`src/rtl/mem_ctrl_pkg.sv`:
```
// Shared constants and state encoding for the memory access arbiter.
package mem_ctrl_pkg;

  localparam int unsigned ADDR_W_DEF = 3;
  localparam int unsigned DATA_W_DEF = 8;

  localparam logic OP_WRITE = 1'b1;
  localparam logic OP_READ  = 1'b0;

  typedef enum logic [1:0] {
    IDLE   = 2'd0,
    SETUP  = 2'd1,
    ACCESS = 2'd2,
    RESP   = 2'd3
  } state_e;

endpackage

```
`src/rtl/rr_arb2.sv`:
```
// Two-way combinational round-robin arbiter; ptr=0 favours A on contention.
module rr_arb2 (
  input  logic req_a,
  input  logic req_b,
  input  logic ptr,
  output logic gnt_a,
  output logic gnt_b
);

  always_comb begin
    gnt_a = req_a & (~req_b | ~ptr);
    gnt_b = req_b & (~req_a | ptr);
  end

endmodule

```
`src/rtl/mem_access_arbiter.sv`:
```
// Shares the 8x8 memory array between requesters A and B: arbitrate, run the
// select/op handshake, wait for valid or time out, then acknowledge the winner.
module mem_access_arbiter
  import mem_ctrl_pkg::*;
#(
  parameter int unsigned ADDR_W  = ADDR_W_DEF,
  parameter int unsigned DATA_W  = DATA_W_DEF,
  parameter int unsigned TIMEOUT = 15,
  parameter int unsigned TO_W    = 4
) (
  input  logic              clk,
  input  logic              rst_n,
  input  logic              a_req,
  input  logic              a_we,
  input  logic [ADDR_W-1:0] a_addr,
  input  logic [DATA_W-1:0] a_wdata,
  output logic              a_ack,
  output logic              a_err,
  input  logic              b_req,
  input  logic              b_we,
  input  logic [ADDR_W-1:0] b_addr,
  input  logic [DATA_W-1:0] b_wdata,
  output logic              b_ack,
  output logic              b_err,
  output logic [DATA_W-1:0] rdata,
  output logic              busy,
  output logic              mem_sel,
  output logic              mem_op,
  output logic [ADDR_W-1:0] mem_addr,
  output logic [DATA_W-1:0] mem_wdata,
  input  logic [DATA_W-1:0] mem_rdata,
  input  logic              mem_valid
);

  // Last ACCESS cycle index before giving up.
  localparam logic [TO_W-1:0] TO_LAST = TO_W'(TIMEOUT - 1);

  state_e            state_q, state_d;
  logic              ptr_q;
  logic              win_q;
  logic              op_q;
  logic [ADDR_W-1:0] addr_q;
  logic [DATA_W-1:0] wdata_q;
  logic [DATA_W-1:0] rdata_q;
  logic [TO_W-1:0]   timer_q;
  logic              err_q;
  logic              gnt_a, gnt_b;

  rr_arb2 u_arb (
    .req_a (a_req),
    .req_b (b_req),
    .ptr   (ptr_q),
    .gnt_a (gnt_a),
    .gnt_b (gnt_b)
  );

  always_ff @(posedge clk) begin
    if (!rst_n) state_q <= IDLE;
    else        state_q <= state_d;
  end

  always_comb begin
    state_d = state_q;
    unique case (state_q)
      IDLE:    if (gnt_a || gnt_b) state_d = SETUP;
      SETUP:   state_d = ACCESS;
      ACCESS:  if (mem_valid || (timer_q == TO_LAST)) state_d = RESP;
      RESP:    state_d = IDLE;
      default: state_d = IDLE;
    endcase
  end

  // Request latch, timer, error flag, read data and round-robin pointer.
  always_ff @(posedge clk) begin
    if (!rst_n) begin
      ptr_q   <= 1'b0;
      win_q   <= 1'b0;
      op_q    <= OP_READ;
      addr_q  <= '0;
      wdata_q <= '0;
      rdata_q <= '0;
      timer_q <= '0;
      err_q   <= 1'b0;
    end else begin
      unique case (state_q)
        IDLE: begin
          if (gnt_a || gnt_b) begin
            win_q   <= gnt_b;
            op_q    <= gnt_b ? b_we    : a_we;
            addr_q  <= gnt_b ? b_addr  : a_addr;
            wdata_q <= gnt_b ? b_wdata : a_wdata;
          end
        end
        SETUP: timer_q <= '0;
        ACCESS: begin
          if (mem_valid) begin
            err_q <= 1'b0;
            if (op_q == OP_READ) rdata_q <= mem_rdata;
          end else begin
            timer_q <= timer_q + TO_W'(1);
            if (timer_q == TO_LAST) err_q <= 1'b1;
          end
        end
        RESP:    ptr_q <= ~win_q;
        default: ;
      endcase
    end
  end

  always_comb begin
    busy      = (state_q != IDLE);
    mem_sel   = (state_q == SETUP) || (state_q == ACCESS);
    mem_op    = op_q;
    mem_addr  = addr_q;
    mem_wdata = wdata_q;
    rdata     = rdata_q;
    a_ack     = (state_q == RESP) && !win_q;
    b_ack     = (state_q == RESP) && win_q;
    a_err     = a_ack && err_q;
    b_err     = b_ack && err_q;
  end

endmodule

```
`config.mk`:
```
export PLATFORM = sky130hd
export DESIGN_NAME = mem_access_arbiter
export DESIGN_NICKNAME = d
export VERILOG_FILES = /design/src/rtl/mem_ctrl_pkg.sv /design/src/rtl/rr_arb2.sv /design/src/rtl/mem_access_arbiter.sv
export SDC_FILE = /design/constraint.sdc
export NUM_CORES = 1
export LEC_CHECK = 0
export CAP_MARGIN = 20
export CORE_MARGIN = 4
export CORE_UTILIZATION = 30
export CTS_BUF_LIST = sky130_fd_sc_hd__clkbuf_16
export DETAILED_ROUTE_END_ITERATION = 8
export HOLD_SLACK_MARGIN = 0.12
export SYNTH_ARGS = -nofsm -noshare
export SYNTH_HDL_FRONTEND = slang
export SYNTH_SLANG_ARGS = --single-unit
```
`constraint.sdc`:
```
create_clock -name clk -period 1.35 [get_ports clk]
set_clock_uncertainty 0.05 [all_clocks]
set_input_delay 0.2025 -clock clk [delete_from_list [all_inputs] [get_ports clk]]
set_output_delay 0.2025 -clock clk [all_outputs]
set_load 0.05 [all_outputs]
```
* After elaboration in Yosys (flattened, before gate mapping) *
Index checks and enable logic that the tools add are counted.

operators by class
  reduce and logical (&&, ||, !) cells = 17
  $add $sub $neg = 1
  bitwise logic cells = 9
  equal/unequal tests = 7
  mux-type cells = 10

operators by type and width
  cell                   number
  $mux W8                1
  $pmux W2 S4            1
  $pmux W4 S2            1
  $reduce_and A2 Y1      4
  $ne A2 B2 Y1 const B   3
  $reduce_bool A2 Y1     3
  $not A1 Y1             5
  $add A4 B1 Y4 const B  1
  $eq A2 B2 Y1 const B   2
  $eq A4 B4 Y1 const B   1
  $logic_and A1 B1 Y1    4
  $mux W2                2
  $mux W4                1
  $logic_or A1 B1 Y1     3
  $mux W1                3
  $mux W3                1
  $reduce_and A3 Y1      1
  $and A1 B1 Y1          2
  $eq A2 B1 Y1 const B   1
  $logic_not A2 Y1       1
  $or A1 B1 Y1           2
  $logic_not A1 Y1       1

storage, ports and cells
  register bits = 29
  output and inout port bits = 26

* Longest topological paths before layout *
Gate-level depths: netlist (run 1).

  depth in word-level cells = 6
  mapped depth = 7
  depth with buffers taken out = 5

* By module *
From an unflattened synthesis (run 1), not the netlist that was laid out.

unflattened totals
  cell total of the unflattened synthesis = 143
  area, all modules = 1446.4 µm²

modules (own cells, without submodules)
  module              area each (µm²)  instances  sequential area each (µm²)  cells each
  mem_access_arbiter  1427.6           1          580.6                       140
  rr_arb2             18.8             1          0.0                         3

* Worst setup path after synthesis (run 1) *
Ideal clock, no wire load.

  path kind = register to output
  from = reg state_q[0]
  to = out a_err
  slack = -762 ps
  arrival = 1860 ps
  stages on the path, launching flop included = 4
  cells stage by stage = dfxtp_1 ha_1 nor2b_1 and2_1

between the ends
  longest elaborated chain between the ends = 3

ends and longest elaborated chain
  element                 RTL line                   RTL
  start, declared         mem_access_arbiter.sv:38   state_e state_q, state_d;
  start signal, assigned  mem_access_arbiter.sv:59   else state_q <= state_d;
  $eq A2 B2 Y1            mem_access_arbiter.sv:117  a_ack = (state_q == RESP) && !win_q;
  $logic_and A1 B1 Y1     mem_access_arbiter.sv:117
  via a_ack               mem_access_arbiter.sv:17   output logic a_ack,
  $logic_and A1 B1 Y1     mem_access_arbiter.sv:119  a_err = a_ack && err_q;
  end, declared           mem_access_arbiter.sv:18   output logic a_err,

The timed path passes the listed nets, and every way through them passes these cells.

* Final worst setup path (run 1) *
  from = reg state_q[0]
  to = out a_err

between the ends
  longest elaborated chain between the ends = 3

ends and longest elaborated chain
  element              RTL line
  $eq A2 B2 Y1         mem_access_arbiter.sv:117
  $logic_and A1 B1 Y1  mem_access_arbiter.sv:117
  $logic_and A1 B1 Y1  mem_access_arbiter.sv:119

No other way between the ends.

==> results of run 1 <==
per-layer routing:
metal	routed length, µm	vias to the layer above	track usage
met2	1530	56	0.193
met3	447	2	0.0631
met1	1670	608	0.150
met4	15	0	0.0472
met5	0	-	0
li1	-	714	-
worst max-delay path, delay by kind of cell, from the launching register on:
kind | cells | cell delay, ns
flip-flops | 1 | 0.35
AND/OR/NAND/NOR | 2 | 0.31
adder cells (fa/ha/maj) | 1 | 0.12
buffers and inverters | 2 | 0.23
cells in the final DEF, fill, tap and decap left out, drive strengths merged:
master,synthesis,final
o21ai,29,29
inv,8,7
clkinv,0,3
clkbuf,2,5
clkinvlp,0,1
and2,4,4
nor2b,10,10
o21ba,1,1
a22oi,1,1
clkdlybuf4s50,0,36
a21boi,2,2
ha,7,7
nand3b,13,13
nand3,1,1
dfxtp,29,29
o32ai,1,1
nor3b,2,2
and2b,2,2
buf,9,41
a41oi,1,1
mux2i,10,10
and3b,1,1
a211oi,1,1
nor2,2,2
nand4b,1,1
nand2,4,4
nand2b,2,2
and3,1,1
a21oi,1,1
a31oi,12,12
o21a,2,2
sequential cells by signal, indices dropped and copies added, names as in the netlist:
name       count
mem_wdata      8
timer_q        4
state_q        2
ptr_q          1
rdata          8
win_q          1
mem_op         1
mem_addr       3
err_q          1
logic make-up (layout without fill, tap and decap cells):
kind of cell | Yosys count | after routing | synth area share
AOI/OAI and AO/OA | 51 | 51 | 0.211
and+or+nand+nor | 43 | 43 | 0.193
DFF | 29 | 29 | 0.394
buffers and inverters | 19 | 93 | 0.0748
muxes | 10 | 10 | 0.0680
adders and majority gates | 7 | 7 | 0.0595
per-stage QoR:
stage	worst slack (ns)	hold WS [ns]
floorplan	-0.0373	0.308
global route	-0.242	0.485
finish	-0.184	0.466
detailed placement	-0.161	0.448
CTS	-0.193	0.459
global placement	-0.154	0.435
area by class of cell:
class                      instances  area [µm²]
multi-input combinational        111         848
inverter                           8        33.8
fill                             437        2010
clock inverter                     3        12.5
clock buffer                       5         125
tap                               67        83.8
sequential                        29         586
timing repair buffer              77        1060
path summary, 6_finish.rpt:
kind / from / endpoint / cells past startpoint
setup / recovery: state_q[0] / a_err / 5
hold / removal: a_wdata[1] / mem_wdata[1] / 3
setup reg to reg: state_q[0] / timer_q[3] / 6
hold reg to reg: state_q[1] / state_q[1] / 2
power by group:
group	leakage [nW]	switching, mW	internal [mW]
Combinational	0.776	1.30	1.42
Clock	0.0687	0.362	0.664
Sequential	0.238	0.192	1.05
Total	1.08	1.86	3.13
timing repair:
| item | in CTS | in global routing |
|---|---|---|
| setup endpoints to repair | 9 | 19 |
| gates cloned | 0 | 0 |
| hold buffers | 0 | 0 |
| pin swaps | 0 | 0 |
| setup buffers | 1 | 0 |
| gates resized for setup | 6 | 7 |
==> results, run 1 <==
- The number of global-route vias before repair is 1,322.
- For this run, asynchronously set or reset flops after synthesis account for 0.
- The final reports fail on setup timing.
- IR analysis of the VDD net gives a maximum drop of 903 µV.
- The post-synthesis cell count is 159.
- In this run the clock root is driven by a sky130_fd_sc_hd__clkbuf_16.
- The clock slew seen by the registers of the worst setup and hold paths is 0.05 ns.
- Max-cap violations in this run came to 0.
- The finished layout holds 300 standard cells, fillers aside.
- The number of detailed-routing iterations run before antenna repair is 4.
- The final layout contains routed wiring with a total length of 3.66 mm.
- The register bit total from synthesis is 29.
- The source-to-sink clock delay at the later pin of the worst-skew pair is 0.27 ns.
- The post-synthesis cell type with the largest combined area is sky130_fd_sc_hd__dfxtp_1.
- The number of hold-slack violations in the final timing report is 0.
- The number of antenna violations at the first check in global routing came to 0.
- Setup repair after global routing could not meet its margin everywhere.
- The die covers 0.00609 mm².
- The primary flip-flop cell chosen by synthesis mapping is sky130_fd_sc_hd__dfxtp_1.
- The number of nets in the synthesized netlist is 203.
- The number of diodes is 0.
- The top-area cell type share of the netlist area is 0.394.
- The kind of start point of the critical path is a flip-flop.
- The final route contains 1,380 vias.
- The final global-route overflow total is 0.
- Data arrives at the worst endpoint at 1.28 ns.
- The post-route antenna net violation count is 0.
- Setup slack on the worst reg-to-reg path comes out at -0.01 ns.
- Yosys attributes the largest share of cell area to sky130_fd_sc_hd__dfxtp_1 39%, sky130_fd_sc_hd__mux2i_1 6.8%, sky130_fd_sc_hd__o21ai_1 6.8%.
- In the routed layout, each cell is associated on average with a via count of 4.60.
- Yosys printed 0 warnings.
- The relative slew slack is 0.828.
- The die extent in y is 78.1 µm.
- The post-layout utilization of the core is 0.578.
- The static power due to leakage is 1.08 nW.
- The count of flip-flops with a built-in enable after synthesis is 0.
- The ratio of total power to cell area is 1820 mW/mm².
- Traced cell by cell, the critical path runs through buf_6 > ha_4 > nor2b_4 > and2_4 > buf_12.
- The part of the Yosys area used for sequential elements is 0.394.
- The transition time of the tightest slew-check pin is 0.258 ns.
- Sorting the synthesized cells by how often they occur yields 29 x sky130_fd_sc_hd__dfxtp_1, 20 x sky130_fd_sc_hd__o21ai_1, 13 x sky130_fd_sc_hd__nand3b_1.
- The synthesized area is 0.00147 mm².
- The global router's overall resource usage is 0.126.
- Summing all non-filler instances in the final layout gives an area of 0.00275 mm².
- The number of different library cells in the post-synthesis netlist is 33.
- The starting density of the core is 0.310.
- After legalization and detailed placement, the total HPWL measured 2.84 mm.
- The first global-routing pass estimated 6.08 mm of wire.
- The final worst-path setup slack is -0.184 ns.
- Once placement finished, the instance area stood at 0.00257 mm².
- The total of buffers placed on input and output ports is 62.
- The die is 78.1 µm wide.
- Counting every sink on the clock net gives 29.
- The run finished, with violations left.
- In the finished design, the share of the clock period the worst path needs comes to 1.14.
- The post-detailed-route DRC marker count is 0.
- The max-slew violation count is 0.
- STA classifies the critical path endpoint as an output port.
- The placement row count is 25.
- The stage delay of the slowest cell on the critical path is 0.35 ns.
- The setup path with the least slack is of type reg -> out.
- In this run the worst path has a maximum fanout of 4.
- A synthesized cell averages 9.26 µm².
- The area inside the core boundary is 0.00475 mm².
- The number of DRC markers after the initial detailed-route iteration is 31.
- The cell with the biggest individual delay on the critical path is sky130_fd_sc_hd__dfxtp_2.
- The worst path in the final design needs a cycle of 1.53 ns, including I/O delays and setup.
- The total negative slack for setup checks is -0.726 ns.
- The net total in the final layout is 276.
- The average wire per standard cell is 12.2 µm.
- Power comes to 4.99 mW.
- At the end of routability-driven placement, the weighted congestion stood at 0.769.
- Pin placement for this block handled 63 I/O pins.
- In this run, placement finished with an instance count of 291.
- The number of endpoints failing setup at the final stage is 7.
- The worst hold path belongs to the class in -> reg.
- The number of buffers added by the clock tree synthesis step is 5.
- The CTS tree is yes.
- The data required time at the worst endpoint is 1.10 ns.
- Timing would allow up to 652 MHz.
- The total number of H-tree levels is 2.
- The maximum number of pins on one net before global-route repair is 32.
- The fraction of final layout cells sized beyond drive strength 1 is 0.292.
- Compared with the post-synthesis result, the final layout area differs by 86.7%.
- Counting along the longest clock path gives a buffer depth of 2.
- Among all cell types in the netlist, the one instantiated most often is sky130_fd_sc_hd__dfxtp_1.
(Power assumes the default switching activity.)
==> run 2: changes to the inputs <==
--- a/config.mk
+++ b/config.mk
@@ -7,10 +7,11 @@
 export LEC_CHECK = 0
 export CAP_MARGIN = 20
 export CORE_MARGIN = 4
-export CORE_UTILIZATION = 30
+export CORE_UTILIZATION = 38
 export CTS_BUF_LIST = sky130_fd_sc_hd__clkbuf_16
 export DETAILED_ROUTE_END_ITERATION = 8
 export HOLD_SLACK_MARGIN = 0.12
+export PLACE_DENSITY = 0.76
 export SYNTH_ARGS = -nofsm -noshare
 export SYNTH_HDL_FRONTEND = slang
 export SYNTH_SLANG_ARGS = --single-unit
==> run 2 against run 1 <==
The flow still finishes with violations (setup timing). Global-route usage increased by 3.6 points. Sequential cell count did not move. Core utilization up 18 points. Total power rose by 9.1%. Clock power grew 19%. Critical endpoint unchanged. Largest cell class unchanged.
==> results, run 2 (same netlist as run 1, synthesis figures left out) <==
- The number of top-level pins is 63 (unchanged).
- The kind of start point of the critical path is a flip-flop.
- The source-to-sink clock delay at the later pin of the worst-skew pair is 0.27 ns (about the same).
- The switching share of total power came to 0.360 (-0.0122).
- The total number of H-tree levels is 2 (unchanged).
- The final worst-path setup slack is -0.218 ns (-0.0343 ns).
- The placer's final routability congestion estimate is 0.749 (-2.6%).
- The number of detailed-routing iterations run before antenna repair is 4 (unchanged).
- The transition time of the tightest slew-check pin is 0.372 ns (+0.115 ns).
- The global router's overall resource usage came to 0.161 (+0.0357).
- The static power due to leakage came to 1.14 nW (+5.6%).
- The number of hold buffers added after cts was 0 (unchanged).
- The worst setup path is of the reg -> out kind.
- The tightest min-delay check is of the in -> reg type.
- For hold timing, the worst endpoint is mem_addr[2].
- The post-route antenna net violation count is 0 (unchanged).
- The sink count of the clock tree is 29 (unchanged).
- Setup repair after global routing could not meet its margin everywhere.
- The number of DRC markers after the initial detailed-route iteration is 61 (+97%).
- The data required time at the worst endpoint is 1.10 ns (about the same).
- The switching power total is 1.96 mW (+5.6%).
- In this run the most critical hold path is launched from b_req.
- The number of buffers added by the clock tree synthesis step was 5 (unchanged).
- The CTS tree is yes.
- The average wire per standard cell came to 14.2 µm (+16%).
- The clock slew seen by the registers of the worst setup and hold paths is 0.05 ns (about the same).
- The first-pass GRT wire length is 6.29 mm (+3.5%).
- The portion of total power attributed to combinational logic is 0.543 (-0.003).
- The fraction of final layout cells sized beyond drive strength 1 is 0.310 (+0.0178).
- The total negative slack for setup checks is -1.10 ns (-0.377 ns).
- The ratio of total power to cell area is 1930 mW/mm² (+6.5%).
- The number of hold-slack violations in the final timing report is 0 (unchanged).
- The number of maximum-capacitance constraint violations came to 0 (unchanged).
- The max-slew violation count is 0 (unchanged).
- The internal power is 3.49 mW (+11%).
- The net total in the final layout is 282 (+2.2%).
- The placement row count is 22 (-12%).
- The number of endpoints failing setup at the final stage is 10 (+3).
- The post-detailed-route DRC marker count is 0 (unchanged).
- The highest achievable clock rate is 638 MHz (-2.2%).
- STA classifies the critical path endpoint as an output port.
- The arrival time at the worst endpoint is 1.32 ns (+0.04 ns).
- The area inside the core boundary is 0.00372 mm² (-22%).
- The number of diodes is 0 (unchanged).
- The area enclosed by the die boundary is 0.00494 mm² (-19%).
- The slack of the worst reg-to-reg path is -0.11 ns (-0.10 ns).
- The starting density of the core is 0.396 (+0.0866).
- The worst reg-to-reg path cell count is 7 (+1).
- The worst flop-to-flop path endpoint is state_q[1].
- The half-perimeter wire length after placement is 2.79 mm (-1.7%).
- The final critical path time including I/O delays and setup is 1.57 ns (+0.0343 ns).
- The share of power burned in the clock network is 0.226 (+0.020).
- The root buffer cell is sky130_fd_sc_hd__clkbuf_16.
- The die extent in y was 70.3 µm (-10%).
- The pre-CTS setup slack is -0.245 ns (-0.0846 ns).
- The deepest clock path buffer count is 2 (unchanged).
- The power share of the sequential group came to 0.231 (-0.018).
- The overall routed net length was 4.08 mm (+11%).
- The origin of the critical flop-to-flop path is state_q[0].
- The maximum number of pins on one net before global-route repair is 32 (unchanged).
- The number of antenna violations at the first check in global routing was 0 (unchanged).
- The via-per-instance ratio is 5.06 (+10%).
- The total of buffers placed on input and output ports is 62 (unchanged).
- The number of global-route vias before repair was 1,421 (+7.5%).
- Leaving out fill and tap cells, the most frequent cells in the layout are 35 x sky130_fd_sc_hd__clkdlybuf4s50_1, 31 x sky130_fd_sc_hd__buf_12, 27 x sky130_fd_sc_hd__dfxtp_1.
- Compared with the post-synthesis result, the final layout area differs by 91.2%.
- The final reports fail on setup timing.
- The worst-path maximum fanout came to 4 (unchanged).
- The chip width was 70.3 µm (-10%).
- The worst supply voltage drop on vdd is 1340 µV (+49%).
- The relative slew slack is 0.751 (-0.0769).
- The number of stages on the worst hold path is 3 (unchanged).
- The share of the cycle needed by the critical path after routing is 1.16 (+0.0254).
- The flow ran to the end, but the final reports show violations.
- The routed via count came to 1,452 (+5.2%).
- The library cell used most frequently in the layout, excluding fill and tap cells, is sky130_fd_sc_hd__clkdlybuf4s50_1.
- The final global-route overflow total is 0 (unchanged).
run 2: changes by cell type in the layout (fill, tap and decap cells not counted), moves of 2 or more:
cell / change
sky130_fd_sc_hd__o21ai_1: -6
sky130_fd_sc_hd__o21ai_2: +6
sky130_fd_sc_hd__and2_4: -2
sky130_fd_sc_hd__inv_1: +2
sky130_fd_sc_hd__buf_4: +3
sky130_fd_sc_hd__and2_1: +2
run 2: power by group through the flow:
stage / Sequential, mW / Combinational, mW / Clock (mW)
2_1_floorplan: 1.64 / 0.960 / 0
3_3_place_gp: 1.24 / 2.59 / 0
3_5_place_dp: 1.24 / 2.61 / 0
4_1_cts: 1.24 / 2.64 / 1.25
5_1_grt: 1.28 / 3.11 / 1.30
6_report: 1.26 / 2.96 / 1.23
run 2: critical path: stages, from the launching register on:
cell and delay, ns:
sky130_fd_sc_hd__dfxtp_4 0.35, sky130_fd_sc_hd__buf_12 0.12, sky130_fd_sc_hd__ha_4 0.15, sky130_fd_sc_hd__nor2b_4 0.13
sky130_fd_sc_hd__and2_4 0.15, sky130_fd_sc_hd__buf_12 0.14
run 2: per-layer routing:
layer / wire length (µm) / vias to the layer above / part of all wire / global-route usage
met5: 0 / - / 0 / 0
met1: 1680 / 659 / 0.41 / 0.170
met3: 370 / 7 / 0.091 / 0.0791
li1: - / 725 / - / -
met4: 46 / 0 / 0.011 / 0.0638
met2: 1980 / 61 / 0.49 / 0.273
run 2: worst max-delay path by stage:
| stage | startpoint | end | slack [ns] | cells past startpoint |
|---|---|---|---|---|
| global placement | b_req | mem_addr[1] | -0.20 | 5 |
| detailed placement | b_req | mem_wdata[6] | -0.25 | 5 |
| global route | state_q[1] | a_err | -0.27 | 5 |
| finish | state_q[1] | a_err | -0.22 | 5 |
| floorplan | state_q[0] | a_err | -0.04 | 3 |
| CTS | state_q[1] | a_err | -0.22 | 5 |
run 2: area by class of cell:
| type | instances | area (µm²) |
|---|---|---|
| flip-flops and latches | 29 | 586 |
| clock buffers | 5 | 125 |
| inverters | 8 | 33.8 |
| multi-input cells | 112 | 853 |
| repair buffers | 82 | 1120 |
| clock inverters | 3 | 37.5 |
| well taps | 48 | 60.1 |
| fillers | 264 | 900 |
run 2: stage by stage:
stage,hold WS [ns],area [µm²],power (mW),instances,util
final,0.370,2820,5.45,287,0.758
after global routing,0.416,2820,5.69,287,0.758
after CTS,0.462,2700,5.12,278,0.726
after detailed placement,0.463,2520,3.86,269,0.678
after global placement,0.458,2520,3.83,269,0.678
after floorplan,0.308,1520,2.60,159,-
run 2: timing repair:
item	in CTS	in global routing
endpoints found under the setup margin	18	27
gates resized for setup	2	12
cloned	0	2
setup buffers	1	7
pin swaps	1	1
==> run 3: changes to the inputs <==
--- a/config.mk
+++ b/config.mk
@@ -12,6 +12,7 @@
 export DETAILED_ROUTE_END_ITERATION = 8
 export HOLD_SLACK_MARGIN = 0.12
 export PLACE_DENSITY = 0.76
+export SLEW_MARGIN = 5
 export SYNTH_ARGS = -nofsm -noshare
 export SYNTH_HDL_FRONTEND = slang
 export SYNTH_SLANG_ARGS = --single-unit
==> results of run 3 <==
Final layout, timing and power as in run 2 (identical DEF).
